**src/rtl/dram_wd_collector_if.sv**
```systemverilog
// Bus bundle for the DRAM write-data collector: command channel, ALU
// write-data channel, DRAM write channel and status outputs.
// slave  = collector side, master = environment side (ALU/controller/DRAM).
interface dram_wd_collector_if #(
  parameter int DBW   = 16,
  parameter int VSIZE = 32,
  parameter int GBW   = 32,
  parameter int LBW   = 8
);
  // Write-command channel
  logic                   cmd_rdy;
  logic                   cmd_ack;
  logic [GBW-1:0]         i_cmd_addr;
  logic [LBW-1:0]         i_cmd_len;
  // ALU write-data channel
  logic                   dramwd_rdy;
  logic                   dramwd_ack;
  logic [VSIZE*DBW-1:0]   i_dramwd;
  // DRAM write channel
  logic                   dramw_rdy;
  logic                   dramw_ack;
  logic [GBW-1:0]         o_dramw_addr;
  logic [VSIZE*DBW-1:0]   o_dramw_data;
  logic                   o_dramw_last;
  // Status
  logic                   done_dval;
  logic                   o_busy;

  modport slave (
    input  cmd_rdy, i_cmd_addr, i_cmd_len,
    input  dramwd_rdy, i_dramwd,
    input  dramw_ack,
    output cmd_ack, dramwd_ack,
    output dramw_rdy, o_dramw_addr, o_dramw_data, o_dramw_last,
    output done_dval, o_busy
  );

  modport master (
    output cmd_rdy, i_cmd_addr, i_cmd_len,
    output dramwd_rdy, i_dramwd,
    output dramw_ack,
    input  cmd_ack, dramwd_ack,
    input  dramw_rdy, o_dramw_addr, o_dramw_data, o_dramw_last,
    input  done_dval, o_busy
  );
endinterface

```
**src/rtl/dram_wd_collector.sv**
```systemverilog
// DRAM write-data collector. Accepts a burst command (base word address and
// beat count), pairs it with write-data beats coming from the ALU through a
// 2-entry FIFO, and emits addressed DRAM write beats. The FIFO accepts beats
// in any state, so data may be prefetched before the command arrives.
module dram_wd_collector #(
  parameter int DBW   = 16,
  parameter int VSIZE = 32,
  parameter int GBW   = 32,
  parameter int LBW   = 8
) (
  input  logic               i_clk,
  input  logic               i_rst,
  dram_wd_collector_if.slave bus
);

  localparam int DW = VSIZE * DBW;

  typedef enum logic {
    ST_IDLE  = 1'b0,
    ST_BURST = 1'b1
  } state_t;

  state_t         r_state;
  logic [GBW-1:0] r_addr;   // address of the current beat (base + beat*VSIZE)
  logic [LBW-1:0] r_len;
  logic [LBW-1:0] r_beat;
  logic           r_done;

  logic [DW-1:0]  r_fifo_mem [2];
  logic           r_wr_ptr;
  logic           r_rd_ptr;
  logic [1:0]     r_count;

  logic           w_full;
  logic           w_empty;
  logic           w_burst;
  logic           w_cmd_ack;
  logic           w_push;
  logic           w_pop;
  logic           w_dramw_rdy;
  logic           w_last;

  assign w_full  = (r_count == 2'd2);
  assign w_empty = (r_count == 2'd0);
  assign w_burst = (r_state == ST_BURST);

  // Acks are gated by reset so nothing is accepted while reset is held.
  // The push side only looks at the registered fill level: a full FIFO
  // refuses a beat even if the head is leaving in the same cycle.
  assign w_cmd_ack   = bus.cmd_rdy && (r_state == ST_IDLE) && !i_rst;
  assign w_push      = bus.dramwd_rdy && !w_full && !i_rst;
  assign w_dramw_rdy = w_burst && !w_empty;
  assign w_pop       = w_dramw_rdy && bus.dramw_ack;
  assign w_last      = w_burst && (r_beat == r_len - LBW'(1));

  // Burst sequencer: command acceptance, beat counting, done pulse
  always_ff @(posedge i_clk or posedge i_rst) begin
    if (i_rst) begin
      r_state <= ST_IDLE;
      r_addr  <= '0;
      r_len   <= '0;
      r_beat  <= '0;
      r_done  <= 1'b0;
    end else begin
      r_done <= 1'b0;
      case (r_state)
        ST_IDLE: begin
          if (w_cmd_ack) begin
            if (bus.i_cmd_len != '0) begin
              r_state <= ST_BURST;
              r_addr  <= bus.i_cmd_addr;
              r_len   <= bus.i_cmd_len;
              r_beat  <= '0;
            end else begin
              // Empty burst: complete immediately without touching DRAM
              r_done <= 1'b1;
            end
          end
        end
        ST_BURST: begin
          if (w_pop) begin
            r_addr <= r_addr + GBW'(VSIZE);
            r_beat <= r_beat + LBW'(1);
            if (w_last) begin
              r_state <= ST_IDLE;
              r_done  <= 1'b1;
            end
          end
        end
        default: r_state <= ST_IDLE;
      endcase
    end
  end

  // FIFO pointers and fill level
  always_ff @(posedge i_clk or posedge i_rst) begin
    if (i_rst) begin
      r_wr_ptr <= 1'b0;
      r_rd_ptr <= 1'b0;
      r_count  <= 2'd0;
    end else begin
      if (w_push) r_wr_ptr <= ~r_wr_ptr;
      if (w_pop)  r_rd_ptr <= ~r_rd_ptr;
      case ({w_push, w_pop})
        2'b10:   r_count <= r_count + 2'd1;
        2'b01:   r_count <= r_count - 2'd1;
        default: r_count <= r_count;
      endcase
    end
  end

  // FIFO storage; contents are don't-care until written, the head is
  // masked onto the output only while a beat is being offered
  always_ff @(posedge i_clk) begin
    if (w_push) r_fifo_mem[r_wr_ptr] <= bus.i_dramwd;
  end

  assign bus.cmd_ack      = w_cmd_ack;
  assign bus.dramwd_ack   = w_push;
  assign bus.dramw_rdy    = w_dramw_rdy;
  assign bus.o_dramw_addr = r_addr;
  assign bus.o_dramw_data = w_dramw_rdy ? r_fifo_mem[r_rd_ptr] : '0;
  assign bus.o_dramw_last = w_last;
  assign bus.done_dval    = r_done;
  assign bus.o_busy       = w_burst;

endmodule

```
**src/flat_wrapper.sv**
```systemverilog
// flat-port wrapper written by rule: the top's interface ports become plain ports
module dram_wd_collector_flat 
#(
  parameter int DBW   = 16,
  parameter int VSIZE = 32,
  parameter int GBW   = 32,
  parameter int LBW   = 8
)
  (i_clk, i_rst, bus_cmd_rdy, bus_i_cmd_addr, bus_i_cmd_len, bus_dramwd_rdy, bus_i_dramwd, bus_dramw_ack, bus_cmd_ack, bus_dramwd_ack, bus_dramw_rdy, bus_o_dramw_addr, bus_o_dramw_data, bus_o_dramw_last, bus_done_dval, bus_o_busy);
  dram_wd_collector_if #(.DBW(DBW), .VSIZE(VSIZE), .GBW(GBW), .LBW(LBW)) bus_i ();
  input  logic i_clk;
  input  logic i_rst;
  input wire logic [$bits(bus_i.cmd_rdy)-1:0] bus_cmd_rdy;
  input wire logic [$bits(bus_i.i_cmd_addr)-1:0] bus_i_cmd_addr;
  input wire logic [$bits(bus_i.i_cmd_len)-1:0] bus_i_cmd_len;
  input wire logic [$bits(bus_i.dramwd_rdy)-1:0] bus_dramwd_rdy;
  input wire logic [$bits(bus_i.i_dramwd)-1:0] bus_i_dramwd;
  input wire logic [$bits(bus_i.dramw_ack)-1:0] bus_dramw_ack;
  output wire logic [$bits(bus_i.cmd_ack)-1:0] bus_cmd_ack;
  output wire logic [$bits(bus_i.dramwd_ack)-1:0] bus_dramwd_ack;
  output wire logic [$bits(bus_i.dramw_rdy)-1:0] bus_dramw_rdy;
  output wire logic [$bits(bus_i.o_dramw_addr)-1:0] bus_o_dramw_addr;
  output wire logic [$bits(bus_i.o_dramw_data)-1:0] bus_o_dramw_data;
  output wire logic [$bits(bus_i.o_dramw_last)-1:0] bus_o_dramw_last;
  output wire logic [$bits(bus_i.done_dval)-1:0] bus_done_dval;
  output wire logic [$bits(bus_i.o_busy)-1:0] bus_o_busy;
  assign bus_i.cmd_rdy = bus_cmd_rdy;
  assign bus_i.i_cmd_addr = bus_i_cmd_addr;
  assign bus_i.i_cmd_len = bus_i_cmd_len;
  assign bus_i.dramwd_rdy = bus_dramwd_rdy;
  assign bus_i.i_dramwd = bus_i_dramwd;
  assign bus_i.dramw_ack = bus_dramw_ack;
  assign bus_cmd_ack = bus_i.cmd_ack;
  assign bus_dramwd_ack = bus_i.dramwd_ack;
  assign bus_dramw_rdy = bus_i.dramw_rdy;
  assign bus_o_dramw_addr = bus_i.o_dramw_addr;
  assign bus_o_dramw_data = bus_i.o_dramw_data;
  assign bus_o_dramw_last = bus_i.o_dramw_last;
  assign bus_done_dval = bus_i.done_dval;
  assign bus_o_busy = bus_i.o_busy;
  dram_wd_collector #(.DBW(DBW), .VSIZE(VSIZE), .GBW(GBW), .LBW(LBW)) u_core (.i_clk(i_clk), .i_rst(i_rst), .bus(bus_i));
endmodule
```
**config.mk**
```make
export PLATFORM = sky130hd
export DESIGN_NAME = dram_wd_collector_flat
export DESIGN_NICKNAME = d
export VERILOG_FILES = /design/src/rtl/dram_wd_collector_if.sv /design/src/rtl/dram_wd_collector.sv /design/src/flat_wrapper.sv
export SDC_FILE = /design/constraint.sdc
export NUM_CORES = 1
export LEC_CHECK = 0
export BUFFER_PORTS_ARGS = -buffer_cell sky130_fd_sc_hd__buf_2
export CORE_AREA = 2 2 426 428
export CTS_CLUSTER_SIZE = 30
export DETAILED_ROUTE_END_ITERATION = 12
export DIE_AREA = 0 0 428 430
export SETUP_SLACK_MARGIN = 0.4
export SLEW_MARGIN = 20
export SYNTH_ARGS = -nofsm -noshare
export SYNTH_HDL_FRONTEND = slang
export SYNTH_SLANG_ARGS = --single-unit
```
**constraint.sdc**
```tcl
create_clock -name i_clk -period 26.1 [get_ports i_clk]
set_clock_uncertainty 0.05 [all_clocks]
set_input_delay 0 -clock i_clk [delete_from_list [all_inputs] [get_ports i_clk]]
set_output_delay 0 -clock i_clk [all_outputs]
set_load 0.02 [all_outputs]
```
Yosys cells after proc, flatten, opt, wreduce, memory -nomap -nowiden
Memories as Yosys holds them, arrays and structs flattened. Cells that the tools add are included.

Bits of input ports: 557. Logic and storage cells: 61. Bits in registers: 54. Memory bits (writable): 1024. Memories: 1.

Memory list: u_core.r_fifo_mem (words 2, bits a word 512, read ports 1, clocked after Yosys merged registers in 0, wr ports 1, RTL line dram_wd_collector.sv:29) `logic [DW-1:0] r_fifo_mem [2];`.

Bitwise logic cells: 3. Reduce and logical (&&, ||, !) cells: 15. Equality and inequality tests: 7. Add/sub/neg operators: 5. Muxes and demuxes: 22.

Operators with widths (number): 2-to-1 mux 512 bit (1); 2-to-1 mux 32 bit (3); case mux 32 bit (2 select lines) (1); adder 32 x 6 -> 32 bit, second input constant (1); 2-to-1 mux 8 bit (3); case mux 8 bit (2 select lines) (1); 2-to-1 mux 1 bit (10); adder 8 x 1 -> 8 bit, second input constant (1); == test 8 bit (1); nonzero test 8 bit (1); subtractor 8 x 1 -> 8 bit, second input constant (1); logical AND 1 bit (7); != test 2 bit, second input constant (3); AND reduction 3 bit (2); == test 2 bit, second input constant (2); case mux 1 bit (2 select lines) (2); case mux 2 bit (2 select lines) (1); zero test 1 bit (3); inverter 1 bit (3); adder 2 x 1 -> 2 bit, second input constant (1); == test 2 x 1 -> 1 bit, second input constant (1); zero test 2 bit (1); nonzero test 2 bit (1); subtractor 2 x 1 -> 2 bit, second input constant (1).

Logic depth before layout (Yosys ltp)
Word-level depth: 6. Depth in mapped cells: 9. Mapped depth without buffers: 7.

Worst setup path before layout
OpenSTA, ideal clock, no wires.

Path type: input to register. Start point: input port i_rst. End point: memory u_core.r_fifo_mem[0][0] in the netlist's numbering (enable). Setup time: 1.396 ns. Arrival: 22.914 ns. Path slack: 1.740 ns. Stages: 3. Data required time: 24.654 ns. Cells stage by stage: inv_1 o211ai_1 nor2_1.

Cells in the longest elaborated chain, start to end: 4.

Ends and longest elaborated chain: from (decl) (RTL line flat_wrapper.sv:12) `input logic i_rst;`; zero test 1 bit (RTL line dram_wd_collector.sv:51) `assign w_push = bus.dramwd_rdy && !w_full && !i_rst;`; logical AND 1 bit (RTL line dram_wd_collector.sv:51); 2-to-1 mux 1 bit (RTL line dram_wd_collector.sv:115) `if (w_push) r_fifo_mem[r_wr_ptr] <= bus.i_dramwd;`; 2-to-1 mux 1 bit (implied by the code) (RTL line dram_wd_collector.sv:115); to (decl) (RTL line dram_wd_collector.sv:29).

No other way between the ends.

Worst setup path after layout
Start point: input port i_rst. End point: memory u_core.r_fifo_mem[1][313] in the netlist's numbering (enable).

Same word-level chain as after synthesis.

==> flow_summary.json <==
{
  "clock.fmax_ghz": 0.168,
  "drive_above_1_share_pct": 27.5,
  "final_nets": 5297,
  "ant_nets": 0,
  "max-slew-margin-rel_pct": 25.0,
  "startpoint": "i_rst",
  "grt_pass1_wl_um": 225000,
  "via_count": 31400,
  "tightest_slew_ns": 1.13,
  "drv_cap": 0,
  "power.density_nw_per_um2": 105,
  "synth_top_area_share_pct": 74.2,
  "ys_types": 60,
  "post_cts_buffers": 0,
  "slew_violations": 0,
  "netlist_area_um2": 41400,
  "dieArea_um2": 184000,
  "hold_viol": 0,
  "syn-num-nets": 3086,
  "crit_path_max_fanout": 58,
  "min_period_over_period_pct": 22.8,
  "grt.overflow.total": 0,
  "critPathLaunchType": "input port",
  "die_h_um": 430,
  "antenna_found_initial": 64,
  "cts_buffers": 116,
  "synth.area.top_cells": "edfxtp_1 74%, mux2i_1 12%, nor2_1 4.8%",
  "post_drt_wl_per_cell_um": 22.3,
  "dr.pass1.iters": 5,
  "critPathRequiredTime_ns": 26.40,
  "cts_max_level": 3,
  "end_kind": "flip-flop",
  "async_reset_ff_share_pct": 5.01,
  "synth_top_area_cell": "edfxtp_1",
  "r2r_start": "u_core.r_count[0]$_DFFE_PP0P_",
  "synth_edf_count": 1024,
  "crit_arrival_ns": 6.26,
  "setup_violations": 0,
  "wl_um": 162000,
  "period_needed_ns": 5.96,
  "hold_path_class": "input port to flip-flop",
  "port_buffers": 1106,
  "grtUsageTotal_pct": 16.7,
  "row_count": 156,
  "grt_pass1_vias": 32000,
  "ioPinCount": 1107,
  "synth-seq-cells": 1078,
  "clock-sinks": 1078,
  "yosysWarnings": 0,
  "leakagePower_nw": 26.0,
  "place_congestion": 0.966,
  "worst_hold_startpoint": "bus_i_dramwd[83]",
  "max-vdd-ir-drop_v": 0.0000785,
  "worstSkewPairLatency_ns": 0.75,
  "ys_seq_area_share_pct": 77.5,
  "die_x_um": 428,
  "rsz0062_at_grt": "false",
  "cts.reportedPaths.clkPinSlew_ns": 0.06,
  "syn2layout_area_growth_pct": 55.6,
  "fin_util_pct": 35.8,
  "root_buffer": "clkbuf_16",
  "path_class": "input port to flip-flop",
  "avgSynthCellArea_um2": 16.4,
  "first_iter_violations": 2788,
  "ys.flop_type": "edfxtp_1",
  "outcome": "complete, no violations",
  "grt_start_max_net_pins": 141,
  "netlist_instances": 2525,
  "dp_hpwl_um": 114000,
  "via_per_inst": 4.33,
  "timing.setup.tns_ns": 0,
  "drc": 0,
  "coreArea_um2": 180000,
  "initial_core_util_pct": 23.0,
  "cts_tree": "done",
  "clock_path_buffers": 3
}
-- layer usage --
layer | vias up | GRT usage [%] | share of wire [%]
met5 | - | 0 | 0.016
met4 | 4 | 7.35 | 3.8
met3 | 359 | 5.15 | 8.8
met2 | 1497 | 28.2 | 49
met1 | 15700 | 19.5 | 38
li1 | 13900 | - | -
-- logic make-up (layout without fill, tap and decap cells) --
kind of cell / after synthesis / count (layout) / share of synthesized area [%]
and+or+nand+nor: 665 / 665 / 6.52
DFF: 1078 / 1078 / 77.5
other: 0 / 42 / 0
AOI/OAI and AO/OA: 93 / 93 / 1.52
xor gates and xnor gates: 18 / 18 / 0.381
buffers and inverters: 150 / 2462 / 1.47
muxes: 517 / 517 / 12.5
adders and majority gates: 4 / 4 / 0.121
-- cells in the mapped netlist, types with 2 or more instances --
cell / instances
a221oi_1: 2
nor2_1: 534
buf_1: 30
o21ai_1: 2
and2_1: 3
buf_4: 5
nand4_1: 12
dfrtp_1: 54
inv_1: 16
ha_1: 4
a211oi_1: 3
nor4_1: 2
nand3_1: 16
a31oi_1: 3
edfxtp_1: 1024
clkbuf_1: 82
nor3b_1: 2
nor3_2: 2
nor4_2: 2
a22o_1: 3
mux2i_1: 517
a21oi_1: 19
o211ai_1: 3
buf_2: 16
o21ai_0: 22
nor3_1: 6
and3_1: 5
nand2_1: 69
o311ai_0: 2
xor2_1: 5
o21a_1: 2
a2bb2oi_1: 2
and4_1: 3
xnor2_1: 13
o31ai_1: 2
a32oi_1: 4
o22ai_1: 11
-- final timing paths --
kind	cells after the start	slack (ns)	endpoint
hold / removal	2	0.03	u_core.r_fifo_mem[0][83]$_DFFE_PP_
setup / recovery	12	20.14	u_core.r_fifo_mem[1][313]$_DFFE_PP_
setup reg to reg	7	20.91	u_core.r_fifo_mem[1][313]$_DFFE_PP_
min in group asynchronous	5	0.51	u_core.r_beat[6]$_DFFE_PP0P_
hold reg to reg	2	0.43	u_core.bus.o_dramw_addr[4]$_DFFE_PP0P_
max in group asynchronous	5	24.88	u_core.r_rd_ptr$_DFFE_PP0P_
-- sequential cells by signal (all words and copies together) (netlist names) --
register and cells:
u_core.r_wr_ptr 1, u_core.r_beat 8, u_core.r_fifo_mem 1024, u_core.r_count 2, u_core.bus.done_dval 1, u_core.bus.o_dramw_addr 32
u_core.bus.o_busy 1, u_core.r_rd_ptr 1, u_core.r_len 8
-- repair_timing --
item / in CTS / in global routing
hold buffers: 1086 / 0
hold endpoints to repair: 1151 / 0
gates resized for setup: 0 / 0
-- layout by cell type, fill, tap and decap left out, types with 4 or more instances in the layout --
cell	n
and3_1	5
nand3_1	16
o21ai_0	22
nor2_1	533
clkinv_16	5
dfrtp_1	53
buf_4	32
edfxtp_1	1024
clkbuf_1	18
inv_6	4
nand4_1	12
clkbuf_16	116
nand2_1	69
a21oi_1	19
inv_1	15
nor3_1	6
diode_2	42
buf_2	1106
xnor2_1	13
o22ai_1	11
bufinv_16	7
clkinvlp_4	4
mux2i_1	517
dlygate4sd3_1	1086
clkinv_2	26
ha_1	4
clkinv_1	30
a32oi_1	4
xor2_1	5
-- where the power goes --
part | total, W | internal, W | switching [W]
clock | 0.00163 | 0.000901 | 0.000727
sequential | 0.00226 | 0.00216 | 0.000109
combinational | 0.00290 | 0.000919 | 0.00198
-- through the flow --
stage	area [µm²]	cells	power, W	hold WS, ns	setup WS [ns]
global placement	49700	5902	0.00501	0.137	20.46
global route	64400	7234	0.00707	0.00363	19.80
detailed placement	49700	5902	0.00502	0.141	20.41
CTS	64300	7207	0.00681	0.00176	20.11
floorplan	41400	2525	0.00408	0.0489	1.74
finish	64400	7249	0.00680	0.0313	20.14
-- final cells by class --
cell class              instances  area, µm²
clock buffers                 137       3010
multi-input cells            1297       8740
flip-flops and latches       1078      32100
well taps                    2370       2970
diodes                         42        105
fillers                     17100     115000
inverters                      16       60.1
repair buffers               2227      16700
clock inverters                82        744
-- worst max-delay path, stage by stage --
cell,delay (ns)
dlygate4sd3_1,0.53
buf_2,0.12
dlygate4sd3_1,0.57
inv_2,0.05
buf_4,0.56
o211ai_1,0.40
inv_1,0.20
and2_4,0.73
buf_4,0.73
buf_4,0.71
buf_4,0.75
buf_4,0.62
(Power assumes the default switching activity.)
